--- config.mk ---
export PLATFORM = sky130hd
export DESIGN_NAME = hazard_stall_unit
export DESIGN_NICKNAME = d
export VERILOG_FILES = /design/src/rtl/hazard_pkg.sv /design/src/rtl/sat_counter.sv /design/src/rtl/hazard_stall_unit.sv
export SDC_FILE = /design/constraint.sdc
export NUM_CORES = 1
export LEC_CHECK = 0
export ABC_AREA = 1
export BUFFER_PORTS_ARGS = -buffer_cell sky130_fd_sc_hd__buf_2
export CAP_MARGIN = 20
export CORE_UTILIZATION = 42
export CTS_CLUSTER_SIZE = 28
export DETAILED_ROUTE_END_ITERATION = 6
export PLACE_DENSITY = 0.7
export SYNTH_ARGS = -nofsm -noshare
export SYNTH_HDL_FRONTEND = slang
export SYNTH_SLANG_ARGS = --single-unit
--- constraint.sdc ---
create_clock -name clk -period 1.9 [get_ports clk]
set_input_delay 0.095 -clock clk [delete_from_list [all_inputs] [get_ports clk]]
set_output_delay 0.095 -clock clk [all_outputs]
set_load 0.05 [all_outputs]
--- src/rtl/hazard_pkg.sv ---
// Shared types and widths for the hazard stall/flush controller.
package hazard_pkg;

    localparam int unsigned RegAddrW  = 5;
    localparam int unsigned WaitCntW  = 8;
    localparam int unsigned FlushCntW = 3;

    typedef enum logic [1:0] {
        StRun     = 2'b00,
        StMemWait = 2'b01,
        StFlush   = 2'b10
    } state_e;

    // Forwarding cannot cover a load whose result is consumed by the very next instruction.
    function automatic logic load_use_hazard(
        input logic [RegAddrW-1:0] addr1,
        input logic [RegAddrW-1:0] addr2,
        input logic [RegAddrW-1:0] addr_ex,
        input logic                read1,
        input logic                read2,
        input logic                write_ex,
        input logic                load_ex
    );
        return write_ex & load_ex &
               (((addr_ex == addr1) & read1) | ((addr_ex == addr2) & read2));
    endfunction

endpackage

--- src/rtl/sat_counter.sv ---
// Up-counter that sticks at all-ones, with synchronous load and asynchronous active-low clear.
module sat_counter #(
    parameter int unsigned Width = 8
) (
    input  logic             clk,
    input  logic             rst_n,
    input  logic             load,
    input  logic [Width-1:0] load_value,
    input  logic             en,
    output logic [Width-1:0] count
);

    logic [Width-1:0] count_q, count_d;

    always_comb begin
        count_d = count_q;
        if (load) begin
            count_d = load_value;
        end else if (en && (count_q != '1)) begin
            count_d = count_q + Width'(1);
        end
    end

    always_ff @(posedge clk or negedge rst_n) begin
        if (!rst_n) begin
            count_q <= '0;
        end else begin
            count_q <= count_d;
        end
    end

    assign count = count_q;

endmodule

--- src/rtl/hazard_stall_unit.sv ---
// Stall/flush controller: load-use stalls, memory-busy freeze with timeout, branch squash.
// Optional statistics outputs are enabled by defining HAZARD_STATS_EN.
module hazard_stall_unit
    import hazard_pkg::*;
#(
    parameter int unsigned FLUSH_CYCLES = 1,
    parameter int unsigned MEM_TIMEOUT  = 255
) (
    input  logic                clk,
    input  logic                rst_n,
    input  logic [RegAddrW-1:0] regfile_addr1,
    input  logic [RegAddrW-1:0] regfile_addr2,
    input  logic                reg_read1_ID,
    input  logic                reg_read2_ID,
    input  logic [RegAddrW-1:0] reg_addr_EX,
    input  logic                reg_write_EX,
    input  logic                MemtoReg_EX,
    input  logic                branch_taken_EX,
    input  logic                mem_busy,
    output logic                PC_write,
    output logic                IFID_write,
    output logic                IDEX_write,
    output logic                EXMEM_write,
    output logic                IFID_flush,
    output logic                IDEX_bubble,
    output logic                mem_timeout
`ifdef HAZARD_STATS_EN
    ,
    output logic [31:0]         stall_cycles,
    output logic [15:0]         flush_events
`endif
);

    localparam logic [FlushCntW-1:0] FlushLoad  = FlushCntW'(FLUSH_CYCLES - 1);
    localparam logic [WaitCntW-1:0]  TimeoutVal = WaitCntW'(MEM_TIMEOUT);

    state_e                 state_q, state_d;
    logic [FlushCntW-1:0]   flush_cnt_q, flush_cnt_d;
    logic                   timeout_q, timeout_set;
    logic [WaitCntW-1:0]    wait_cnt;
    logic                   wait_load, wait_en;
    logic                   load_use;
    logic                   svc, svc_busy;
    logic                   branch_entry;
    logic                   pc_we, ifid_we, idex_we, exmem_we, flush, bubble;

    assign load_use = load_use_hazard(regfile_addr1, regfile_addr2, reg_addr_EX,
                                      reg_read1_ID, reg_read2_ID, reg_write_EX, MemtoReg_EX);

    always_comb begin
        state_d      = state_q;
        flush_cnt_d  = flush_cnt_q;
        timeout_set  = 1'b0;
        wait_load    = 1'b0;
        wait_en      = 1'b0;
        svc          = 1'b0;
        svc_busy     = 1'b0;
        branch_entry = 1'b0;
        pc_we        = 1'b1;
        ifid_we      = 1'b1;
        idex_we      = 1'b1;
        exmem_we     = 1'b1;
        flush        = 1'b0;
        bubble       = 1'b0;

        unique case (state_q)
            StRun: begin
                svc      = 1'b1;
                svc_busy = mem_busy;
            end
            StMemWait: begin
                if (!mem_busy) begin
                    svc     = 1'b1;
                    state_d = StRun;
                end else if (wait_cnt >= TimeoutVal) begin
                    // Give up waiting: flag the error and let the pipeline move again.
                    timeout_set = 1'b1;
                    svc         = 1'b1;
                    state_d     = StRun;
                end else begin
                    pc_we    = 1'b0;
                    ifid_we  = 1'b0;
                    idex_we  = 1'b0;
                    exmem_we = 1'b0;
                    wait_en  = 1'b1;
                end
            end
            StFlush: begin
                if (mem_busy) begin
                    pc_we    = 1'b0;
                    ifid_we  = 1'b0;
                    idex_we  = 1'b0;
                    exmem_we = 1'b0;
                end else begin
                    flush       = 1'b1;
                    bubble      = 1'b1;
                    flush_cnt_d = flush_cnt_q - FlushCntW'(1);
                    if (flush_cnt_q <= FlushCntW'(1)) begin
                        state_d = StRun;
                    end
                end
            end
            default: state_d = StRun;
        endcase

        // RUN priority: memory freeze, then taken branch, then load-use stall.
        if (svc) begin
            if (svc_busy) begin
                pc_we     = 1'b0;
                ifid_we   = 1'b0;
                idex_we   = 1'b0;
                exmem_we  = 1'b0;
                wait_load = 1'b1;
                state_d   = StMemWait;
            end else if (branch_taken_EX) begin
                flush        = 1'b1;
                bubble       = 1'b1;
                branch_entry = 1'b1;
                if (FLUSH_CYCLES > 1) begin
                    flush_cnt_d = FlushLoad;
                    state_d     = StFlush;
                end
            end else if (load_use) begin
                pc_we   = 1'b0;
                ifid_we = 1'b0;
                bubble  = 1'b1;
            end
        end
    end

    always_ff @(posedge clk or negedge rst_n) begin
        if (!rst_n) begin
            state_q     <= StRun;
            flush_cnt_q <= '0;
            timeout_q   <= 1'b0;
        end else begin
            state_q     <= state_d;
            flush_cnt_q <= flush_cnt_d;
            timeout_q   <= timeout_q | timeout_set;
        end
    end

    sat_counter #(
        .Width(WaitCntW)
    ) u_wait_cnt (
        .clk       (clk),
        .rst_n     (rst_n),
        .load      (wait_load),
        .load_value(WaitCntW'(1)),
        .en        (wait_en),
        .count     (wait_cnt)
    );

    // Outputs are forced low while reset is held, independent of the register state.
    assign PC_write    = rst_n & pc_we;
    assign IFID_write  = rst_n & ifid_we;
    assign IDEX_write  = rst_n & idex_we;
    assign EXMEM_write = rst_n & exmem_we;
    assign IFID_flush  = rst_n & flush;
    assign IDEX_bubble = rst_n & bubble;
    assign mem_timeout = rst_n & (timeout_q | timeout_set);

`ifdef HAZARD_STATS_EN
    sat_counter #(
        .Width(32)
    ) u_stall_cnt (
        .clk       (clk),
        .rst_n     (rst_n),
        .load      (1'b0),
        .load_value(32'd0),
        .en        (~PC_write),
        .count     (stall_cycles)
    );

    sat_counter #(
        .Width(16)
    ) u_flush_cnt (
        .clk       (clk),
        .rst_n     (rst_n),
        .load      (1'b0),
        .load_value(16'd0),
        .en        (branch_entry),
        .count     (flush_events)
    );
`else
    logic unused_branch_entry;
    assign unused_branch_entry = branch_entry;
`endif

endmodule
; Word level (Yosys, flattened, before mapping)
; Index checks and enable logic that the tools add are counted.
[op_classes]
mux = 36
n_addsub = 2
bitwise_logic = 12
eq_ne = 5
magnitude_cmp = 2
n_reduce_logical = 4
[ops]
columns = cell, count
row1 = two-way mux 1 bit, 25
row2 = two-way mux 8 bit, 2
row3 = two-way mux 2 bit, 6
row4 = == test 5 bit, 2
row5 = bitwise AND 1 bit, 9
row6 = "adder 8 x 1 -> 8 bit, second input constant", 1
row7 = "greater-or-equal comparator 8 bit, second input constant", 1
row8 = "!= test 8 bit, second input constant", 1
row9 = one-hot mux 2 bit (3 select lines), 1
row10 = one-hot mux 1 bit (2 select lines), 2
row11 = "<= comparator 3 x 1 -> 1 bit, second input constant", 1
row12 = "subtractor 3 x 1 -> 3 bit, second input constant", 1
row13 = "== test 2 x 1 -> 1 bit, second input constant", 1
row14 = "== test 2 bit, second input constant", 1
row15 = logical NOT 2 bit, 1
row16 = bitwise OR 1 bit, 2
row17 = AND reduction 2 bit, 1
row18 = nonzero test 2 bit, 1
row19 = logical AND 1 bit, 1
row20 = NOT 1 bit, 1
[word_totals]
regBits = 14
input_bits = 23
wordCells = 65

; Longest topological paths before layout
; Gate-level depths: netlist of run 1.
[depth]
word_depth = 9
ltp_mapped = 10

; Hierarchy
; Synthesis of run 1 repeated with hierarchy kept, for this count alone.
[unflattened]
cells_unflattened = 217
hier_area_um2 = 1342.5
[modules_own_cells]
columns = module, area_each_um2, seq_area_each_um2, instances, cells_each
row1 = hazard_stall_unit, 758.2, 150.1, 1, 130
row2 = sat_counter, 584.3, 200.2, 1, 87

; Least setup slack after synthesis of run 1
; Ideal clock, no wire load.
[synth_path]
kind = register -> output
from = register state_q[0]
to = output port IDEX_write
path_slack_ps = -279
path_stages_with_launch = 9
arrival_ps = 2084
required_ps = 1805
path_cell_list = dfrtp_1 -> inv_1 -> ha_1 -> nand2_1 -> inv_1 -> a21oi_2 -> inv_1 -> nor2_1 -> buf_4
[synth_between]
elab_chain_cells = 5
elab_cells_between_ends = 9
cone_classes = eq/ne: 2 / mux: 5 / bitwise: 1 / reduce/logical: 1
[synth_lines]
columns = item, line_no
row1 = start: declaration, hazard_stall_unit.sv:37  ; state_e state_q, state_d;
row2 = start signal: assignment, hazard_stall_unit.sv:133  ; state_q <= StRun;
row3 = start signal: assignment, hazard_stall_unit.sv:137  ; state_q <= state_d;
row4 = "== test 2 bit, or another cell as far along", -
row5 = one-hot mux 1 bit (2 select lines) / two-way mux 1 bit (equally long branches), -
row6 = two-way mux 1 bit, -
row7 = two-way mux 1 bit (*), -
row8 = bitwise AND 1 bit (*), -
row9 = end: declaration, hazard_stall_unit.sv:22  ; output logic IDEX_write,
; Every way passes the cells marked *; elsewhere a longest branch is shown, timed or not.

; Worst setup path after layout of run 1
[layout_path]
from = register state_q[0]
to = output port PC_write
[layout_between]
elab_chain_cells = 7
elab_cells_between_ends = 11
cone_classes = eq/ne: 2 / mux: 7 / bitwise: 1 / reduce/logical: 1
[layout_lines]
columns = item, line_no
row1 = == test 2 bit / == test 2 x 1 -> 1 bit (equally long branches), hazard_stall_unit.sv:66  ; unique case (state_q)
row2 = one-hot mux 1 bit (2 select lines), hazard_stall_unit.sv:66
row3 = two-way mux 1 bit, hazard_stall_unit.sv:123  ; end else if (load_use) begin
row4 = two-way mux 1 bit, hazard_stall_unit.sv:115  ; end else if (branch_taken_EX) begin
row5 = two-way mux 1 bit, hazard_stall_unit.sv:108  ; if (svc_busy) begin
row6 = two-way mux 1 bit (*), hazard_stall_unit.sv:107  ; if (svc) begin
row7 = bitwise AND 1 bit (*), hazard_stall_unit.sv:155  ; assign PC_write = rst_n & pc_we;
row8 = end: declaration, hazard_stall_unit.sv:20  ; output logic PC_write,
; Marks and branches as above.

==> results of run 1 <==
## cell usage after synthesis (2+ instances only)
| cell type | number | area [um2] |
|---|---|---|
| dfrtp_1 | 14 | 350 |
| a21oi_2 | 2 | 17.5 |
| nor2_2 | 4 | 25.0 |
| nor3_1 | 2 | 10.0 |
| nor2_1 | 18 | 67.6 |
| xor2_1 | 5 | 43.8 |
| buf_4 | 2 | 15.0 |
| ha_1 | 7 | 87.6 |
| nand2_1 | 45 | 169 |
| inv_1 | 35 | 131 |
| nand2_4 | 3 | 33.8 |
| a21oi_1 | 4 | 20.0 |
| nand3_1 | 10 | 50.1 |
| o21ai_1 | 3 | 15.0 |
| nand2_2 | 5 | 31.3 |
| o21ai_0 | 9 | 45.0 |
## power groups by stage
stage               clock (mW)  sequential [mW]  combinational [mW]
finish                   0.225            0.393               0.862
global route             0.242            0.398               0.939
CTS                      0.226            0.389               0.765
detailed placement           0            0.397               0.706
global placement             0            0.392               0.692
floorplan                    0            0.387               0.572
## cell families (layout without fill, tap and decap cells)
kind of cell,after synthesis,in the layout,share of synthesized area
AO/OA/AOI/OAI,19,19,0.0921
adder cells (fa/ha/maj),7,7,0.0768
AND/OR/NAND/NOR,88,88,0.344
buffers and inverters,40,74,0.141
XOR/XNOR,5,5,0.0384
flip-flops,14,14,0.307
## per-layer routing
layer,vias up,share of wire,track usage,wire [um]
li1,586,-,-,-
met1,526,0.43,0.227,1080
met2,22,0.51,0.341,1270
met3,8,0.038,0.0395,96
met4,0,0.018,0.0769,45
met5,-,0,0,0
## path summary, 6_finish.rpt
path	from	endpoint	slack (ps)
worst max register to register	state_q[1]$_DFF_PN0_	u_wait_cnt.count[5]$_DFFE_PN0P_	380
worst min register to register	timeout_q$_DFF_PN0_	timeout_q$_DFF_PN0_	460
max in group asynchronous	rst_n	flush_cnt_q[2]$_DFFE_PN0P_	1050
min in group asynchronous	rst_n	u_wait_cnt.count[4]$_DFFE_PN0P_	450
worst min-delay path	mem_busy	flush_cnt_q[0]$_DFFE_PN0P_	200
worst max-delay path	state_q[0]$_DFF_PN0_	PC_write	-30
## sequential cells by signal (all words and copies together) (netlist names)
name	cells
state_q	2
flush_cnt_q	3
u_wait_cnt.count	8
timeout_q	1
## worst min-delay path: cells and delay by family
kind | cells | cell delay, ps
xor+xnor | 1 | 70
buf+inv | 2 | 180
simple gates | 1 | 100
## stage by stage
stage | power [mW] | TNS, ps | setup slack [ps]
after detailed placement | 1.10 | 0 | 216
after global routing | 1.58 | -493 | -119
after global placement | 1.08 | 0 | 245
after CTS | 1.38 | -114 | -29.9
after floorplan | 0.958 | -11.8 | -11.8
final | 1.48 | -57.5 | -30.3
## final cells by class
cell class | count | area share
clock buffers | 4 | 0.0247
flip-flops and latches | 14 | 0.239
multi-input cells | 119 | 0.465
inverters | 38 | 0.0997
repair buffers | 32 | 0.146
well taps | 30 | 0.0256
## repair_timing
action | CTS | global route
endpoints found under the setup margin | 6 | 7
pin swaps | 0 | 2
hold buffers | 1 | 0
resized for setup | 8 | 20
setup buffers | 1 | 0
hold endpoints to repair | 14 | 0
==> flow_metrics.env, run 1 <==
export IMPL_outcome="finished, violations left"
export IMPL_violations="negative setup slack"
export IMPL_dp_cells=231
export IMPL_synth_seq_cells=14
export IMPL_crit_type="register to output pin"
export IMPL_syn_avg_cell_area_um2=6.60
export IMPL_final_cells=237
export IMPL_cts_root_buf="clkbuf_4"
export IMPL_die_w_um=54.1
export IMPL_ys_flop_type="dfrtp_1"
export IMPL_combPwrFrac=0.582
export IMPL_cp_required_ps=1800
export IMPL_cp_arrival_ps=1840
export IMPL_row_count=18
export IMPL_ys_async_sr_fraction=1.00
export IMPL_p_int_mw=0.777
export IMPL_fin_ws_ps=-30.3
export IMPL_swShare=0.475
export IMPL_coreArea_um2=2520
export IMPL_start_util=0.452
export IMPL_synth_edff_count=0
export IMPL_yosysUniqueCellTypes=21
export IMPL_cp_slowest_cell="dfrtp_1"
export IMPL_layout_common_cells="nand2_1, inv_1, buf_2"
export IMPL_portBuffers=29
export IMPL_final_nets=238
export IMPL_gr_total_overflow=0
export IMPL_cp_cell_sequence="inv_1, ha_1, nand2_2, inv_1, nor2_2, a21oi_4, nand2_2, a21oi_4, buf_6"
export IMPL_fillCellCount=238
export IMPL_cts_sinks=14
export IMPL_drt_iter0_drc=16
export IMPL_cap_viol_max_count=0
export IMPL_firstDrtPassIters=4
export IMPL_final_setup_viol_count=2
export IMPL_cp_slowest_stage_delay_ps=410
export IMPL_die_h_um=54.1
export IMPL_seq_area_frac_synth=0.307
export IMPL_finalCriticalPeriod_ps=1930
export IMPL_end_kind="output pin"
export IMPL_totalWireLength_um=2490
export IMPL_syn_cell_area_um2=1140
export IMPL_utilization=0.582
export IMPL_rr_worst_depth=10
export IMPL_tightest_slew_ps=623
export IMPL_grt_pass1_vias=1040
export IMPL_antenna_found_initial=0
export IMPL_post_drt_wl_per_cell_um=10.5
export IMPL_slew_viol_final=0
export IMPL_cts_max_level=1
export IMPL_hold_class="primary input to register"
export IMPL_clkLatencyLatePin_ps=290
export IMPL_syn_num_nets=203
export IMPL_clk_path_buf_depth=2
export IMPL_gp_congestion=0.768
export IMPL_tritoncts="done"
export IMPL_crit_buf_inv=3
export IMPL_path_clk_slew_ps=90
export IMPL_grtUsageTotal=0.194
export IMPL_post_route_drc_count=0
export IMPL_rsz0062_at_grt="true"
export IMPL_crit_path_max_fanout=5
export IMPL_drtAntennaViolNets=0
export IMPL_grt_pass1_wl_um=4070
export IMPL_final_common_cell="nand2_1"
export IMPL_vias=1142
export IMPL_startpoint_type="register"
export IMPL_area_delta_synth_final_pct=28.6
export IMPL_fin_area_um2=1470
export IMPL_multi_input_area_um2=683
export IMPL_cts_inserted_buffers=3
export IMPL_p_switching_mw=0.702
export IMPL_crit_cells=9
export IMPL_clkPwrFrac=0.152
export IMPL_drive_above_1_share=0.295
export IMPL_seq_area_um2=350
export IMPL_syn_inst=173
export IMPL_finalCritPeriodShare=1.02
export IMPL_placed_area_um2=1330
export IMPL_yosysWarnings=0
export IMPL_peakVddDrop_uv=595
export IMPL_grt_max_degree=15
export IMPL_pwr_density_cell_nw_per_um2=1010
export IMPL_finalHoldViolations=0
export IMPL_fmax_ghz=0.518
export IMPL_timing_hold_ws_ps=197
export IMPL_power_frac_seq=0.266
export IMPL_max_slew_margin=0.583
export IMPL_die_area_um2=2930
export IMPL_skew_ps=2.01
export IMPL_p_leak_nw=0.859
export IMPL_antennaDiodeCount=0
export IMPL_via_per_inst=4.82
export IMPL_whs_path_depth=4
export IMPL_hpwl_um=1920
export IMPL_crit_family="flip-flops"
export IMPL_pin_count=30
Power figures use the tool's default switching activity.
==> inputs of run 2 (changes only) <==
--- a/config.mk
+++ b/config.mk
@@ -5,13 +5,12 @@
 export SDC_FILE = /design/constraint.sdc
 export NUM_CORES = 1
 export LEC_CHECK = 0
-export ABC_AREA = 1
 export BUFFER_PORTS_ARGS = -buffer_cell sky130_fd_sc_hd__buf_2
 export CAP_MARGIN = 20
 export CORE_UTILIZATION = 42
 export CTS_CLUSTER_SIZE = 28
 export DETAILED_ROUTE_END_ITERATION = 6
-export PLACE_DENSITY = 0.7
+export PLACE_DENSITY = 0.71
 export SYNTH_ARGS = -nofsm -noshare
 export SYNTH_HDL_FRONTEND = slang
 export SYNTH_SLANG_ARGS = --single-unit
==> flow_metrics.env, run 2 <==
export IMPL_final_setup_viol_count=2
export IMPL_coreArea_um2=2300
export IMPL_finalCriticalPeriod_ps=2040
export IMPL_antennaDiodeCount=0
export IMPL_syn_num_nets=140
export IMPL_cp_slowest_cell="dfrtp_1"
export IMPL_violations="negative setup slack"
export IMPL_fin_area_um2=1490
export IMPL_p_total_mw=1.41
export IMPL_antenna_found_initial=0
export IMPL_start_util=0.463
export IMPL_post_drt_wl_per_cell_um=14.2
export IMPL_pin_count=30
export IMPL_cp_required_ps=1800
export IMPL_syn_avg_cell_area_um2=9.67
export IMPL_vias=939
export IMPL_synth_seq_cells=14
export IMPL_gp_congestion=0.839
export IMPL_crit_family="compound AO/OA/AOI/OAI gates"
export IMPL_drive_above_1_share=0.442
export IMPL_grt_pass1_wl_um=4030
export IMPL_via_per_inst=5.16
export IMPL_cts_max_level=1
export IMPL_final_cells=182
export IMPL_final_common_cell="buf_2"
export IMPL_tritoncts="done"
export IMPL_yosysWarnings=0
export IMPL_timing_hold_ws_ps=214
export IMPL_cts_inserted_buffers=3
export IMPL_cap_viol_max_count=0
export IMPL_syn_inst=110
export IMPL_placed_area_um2=1290
export IMPL_cp_slowest_stage_delay_ps=420
export IMPL_peakVddDrop_uv=582
export IMPL_clkPwrFrac=0.165
export IMPL_end_kind="output pin"
export IMPL_hpwl_um=1880
export IMPL_die_w_um=52.3
export IMPL_dp_cells=165
export IMPL_post_route_drc_count=0
export IMPL_drtAntennaViolNets=0
export IMPL_p_leak_nw=0.690
export IMPL_yosys_area_top_type="dfrtp_1"
export IMPL_grt_pass1_vias=943
export IMPL_cp_arrival_ps=1940
export IMPL_yosysUniqueCellTypes=38
export IMPL_gr_total_overflow=0
export IMPL_path_clk_slew_ps=90
export IMPL_startpoint_type="register"
export IMPL_ys_flop_type="dfrtp_1"
export IMPL_synth_top_area_frac=0.329
export IMPL_final_nets=185
export IMPL_power_frac_seq=0.274
export IMPL_fmax_ghz=0.491
export IMPL_rsz0062_at_grt="true"
export IMPL_ys_top_cells_by_count="dfrtp_1, xnor2_1, nor2_1"
export IMPL_crit_buf_inv=2
export IMPL_row_count=17
export IMPL_synth_edff_count=0
export IMPL_max_slew_margin=0.769
export IMPL_pwr_density_cell_nw_per_um2=946
export IMPL_die_area_um2=2740
export IMPL_grtUsageTotal=0.203
export IMPL_seq_area_frac_synth=0.329
export IMPL_finalHoldViolations=0
export IMPL_layout_common_cells="buf_2, buf_4, xnor2_1, dfrtp_1, nor2_1"
export IMPL_die_h_um=52.3
export IMPL_totalWireLength_um=2580
export IMPL_syn_cell_area_um2=1060
export IMPL_synth_area_top_cells="dfrtp_1, xnor2_1, ha_1, xor2_1, nor2_1"
export IMPL_fin_setup_tns_ps=-270
export IMPL_crit_path_max_fanout=3
export IMPL_combPwrFrac=0.562
export IMPL_skew_ps=1.33
export IMPL_crit_type="register to output pin"
export IMPL_portBuffers=29
export IMPL_largest_reg_flops=8
export IMPL_outcome="finished, violations left"
export IMPL_finalCritPeriodShare=1.07
export IMPL_area_delta_synth_final_pct=40.0
export IMPL_hold_class="primary input to register"
export IMPL_clkLatencyLatePin_ps=300
export IMPL_ys_async_sr_fraction=1.00
export IMPL_yosysMostFrequentCell="dfrtp_1"
export IMPL_swShare=0.425
export IMPL_firstDrtPassIters=4
export IMPL_grt_max_degree=13
export IMPL_cts_sinks=14
export IMPL_cts_root_buf="clkbuf_4"
export IMPL_slew_viol_final=0
export IMPL_drt_iter0_drc=13
export IMPL_p_switching_mw=0.600
export IMPL_clk_path_buf_depth=2
export IMPL_tightest_slew_ps=347
export IMPL_cp_cell_sequence="inv_2, ha_4, nor3b_1, o21ai_1, nand2_2, a311oi_4, buf_6"
export IMPL_p_int_mw=0.810
export IMPL_fin_ws_ps=-136
-- run 2: cell type report --
class	count	area (um2)
multi-input cells	87	747
inverters	5	18.8
clock buffers	4	36.3
fillers	176	808
repair buffers	44	300
well taps	28	35.0
flip-flops and latches	14	352
-- run 2: power by group through the flow --
stage / logic (mW) / registers [mW] / clock network [mW]
after floorplan: 0.541 / 0.382 / 0
after global placement: 0.617 / 0.387 / 0
after detailed placement: 0.635 / 0.392 / 0
after CTS: 0.714 / 0.385 / 0.234
after global routing: 0.850 / 0.390 / 0.257
final: 0.791 / 0.385 / 0.232
-- run 2: cell families (layout without fill, tap and decap cells) --
family,Yosys count,in the layout,share of synthesized area
xor+xnor,18,18,0.148
simple gates,38,38,0.207
buf+inv,9,53,0.0459
compound gates,23,23,0.178
fa+ha+maj,7,7,0.0823
flops,14,14,0.329
mux,1,1,0.00941
-- run 2: worst register-to-register path: cells and delay by family, from the launching register on --
| family | cells | cell delay [ps] |
|---|---|---|
| adders and majority gates | 1 | 230 |
| DFF | 1 | 420 |
| AOI/OAI and AO/OA | 2 | 220 |
| buffers and inverters | 2 | 240 |
| and+or+nand+nor | 2 | 480 |
-- run 2: final timing paths --
kind / startpoint / end / slack (ps) / depth (start not counted)
setup reg to reg: state_q[1]$_DFF_PN0_ / u_wait_cnt.count[7]$_DFFE_PN0P_ / 240 / 7
hold reg to reg: timeout_q$_DFF_PN0_ / timeout_q$_DFF_PN0_ / 460 / 1
setup / recovery: state_q[0]$_DFF_PN0_ / IFID_write / -140 / 7
min in group asynchronous: rst_n / state_q[0]$_DFF_PN0_ / 230 / 2
hold / removal: mem_busy / u_wait_cnt.count[0]$_DFFE_PN0P_ / 210 / 3
max in group asynchronous: rst_n / u_wait_cnt.count[2]$_DFFE_PN0P_ / 1260 / 3
-- run 2: repair_timing --
item                                    CTS  global route
endpoints found under the setup margin    7             7
hold buffers                              1             0
buffers inserted                          3             9
endpoints found under the hold margin    14             0
gates resized for setup                  14             7
pin swaps                                 1             3
-- run 2: layer usage --
layer | vias to the layer above | share of wire | wire length [um] | track usage
li1 | 475 | - | - | -
met1 | 437 | 0.44 | 1130 | 0.239
met2 | 22 | 0.51 | 1320 | 0.354
met3 | 5 | 0.033 | 86 | 0.0435
met4 | 0 | 0.016 | 41 | 0.0789
met5 | - | 0 | 0 | 0
-- run 2: through the flow --
| stage | setup slack (ps) | utilization |
|---|---|---|
| after floorplan | -62.3 | - |
| after global placement | 148 | 0.562 |
| after detailed placement | 105 | 0.562 |
| after CTS | -130 | 0.612 |
| after global routing | -224 | 0.648 |
| final | -136 | 0.648 |
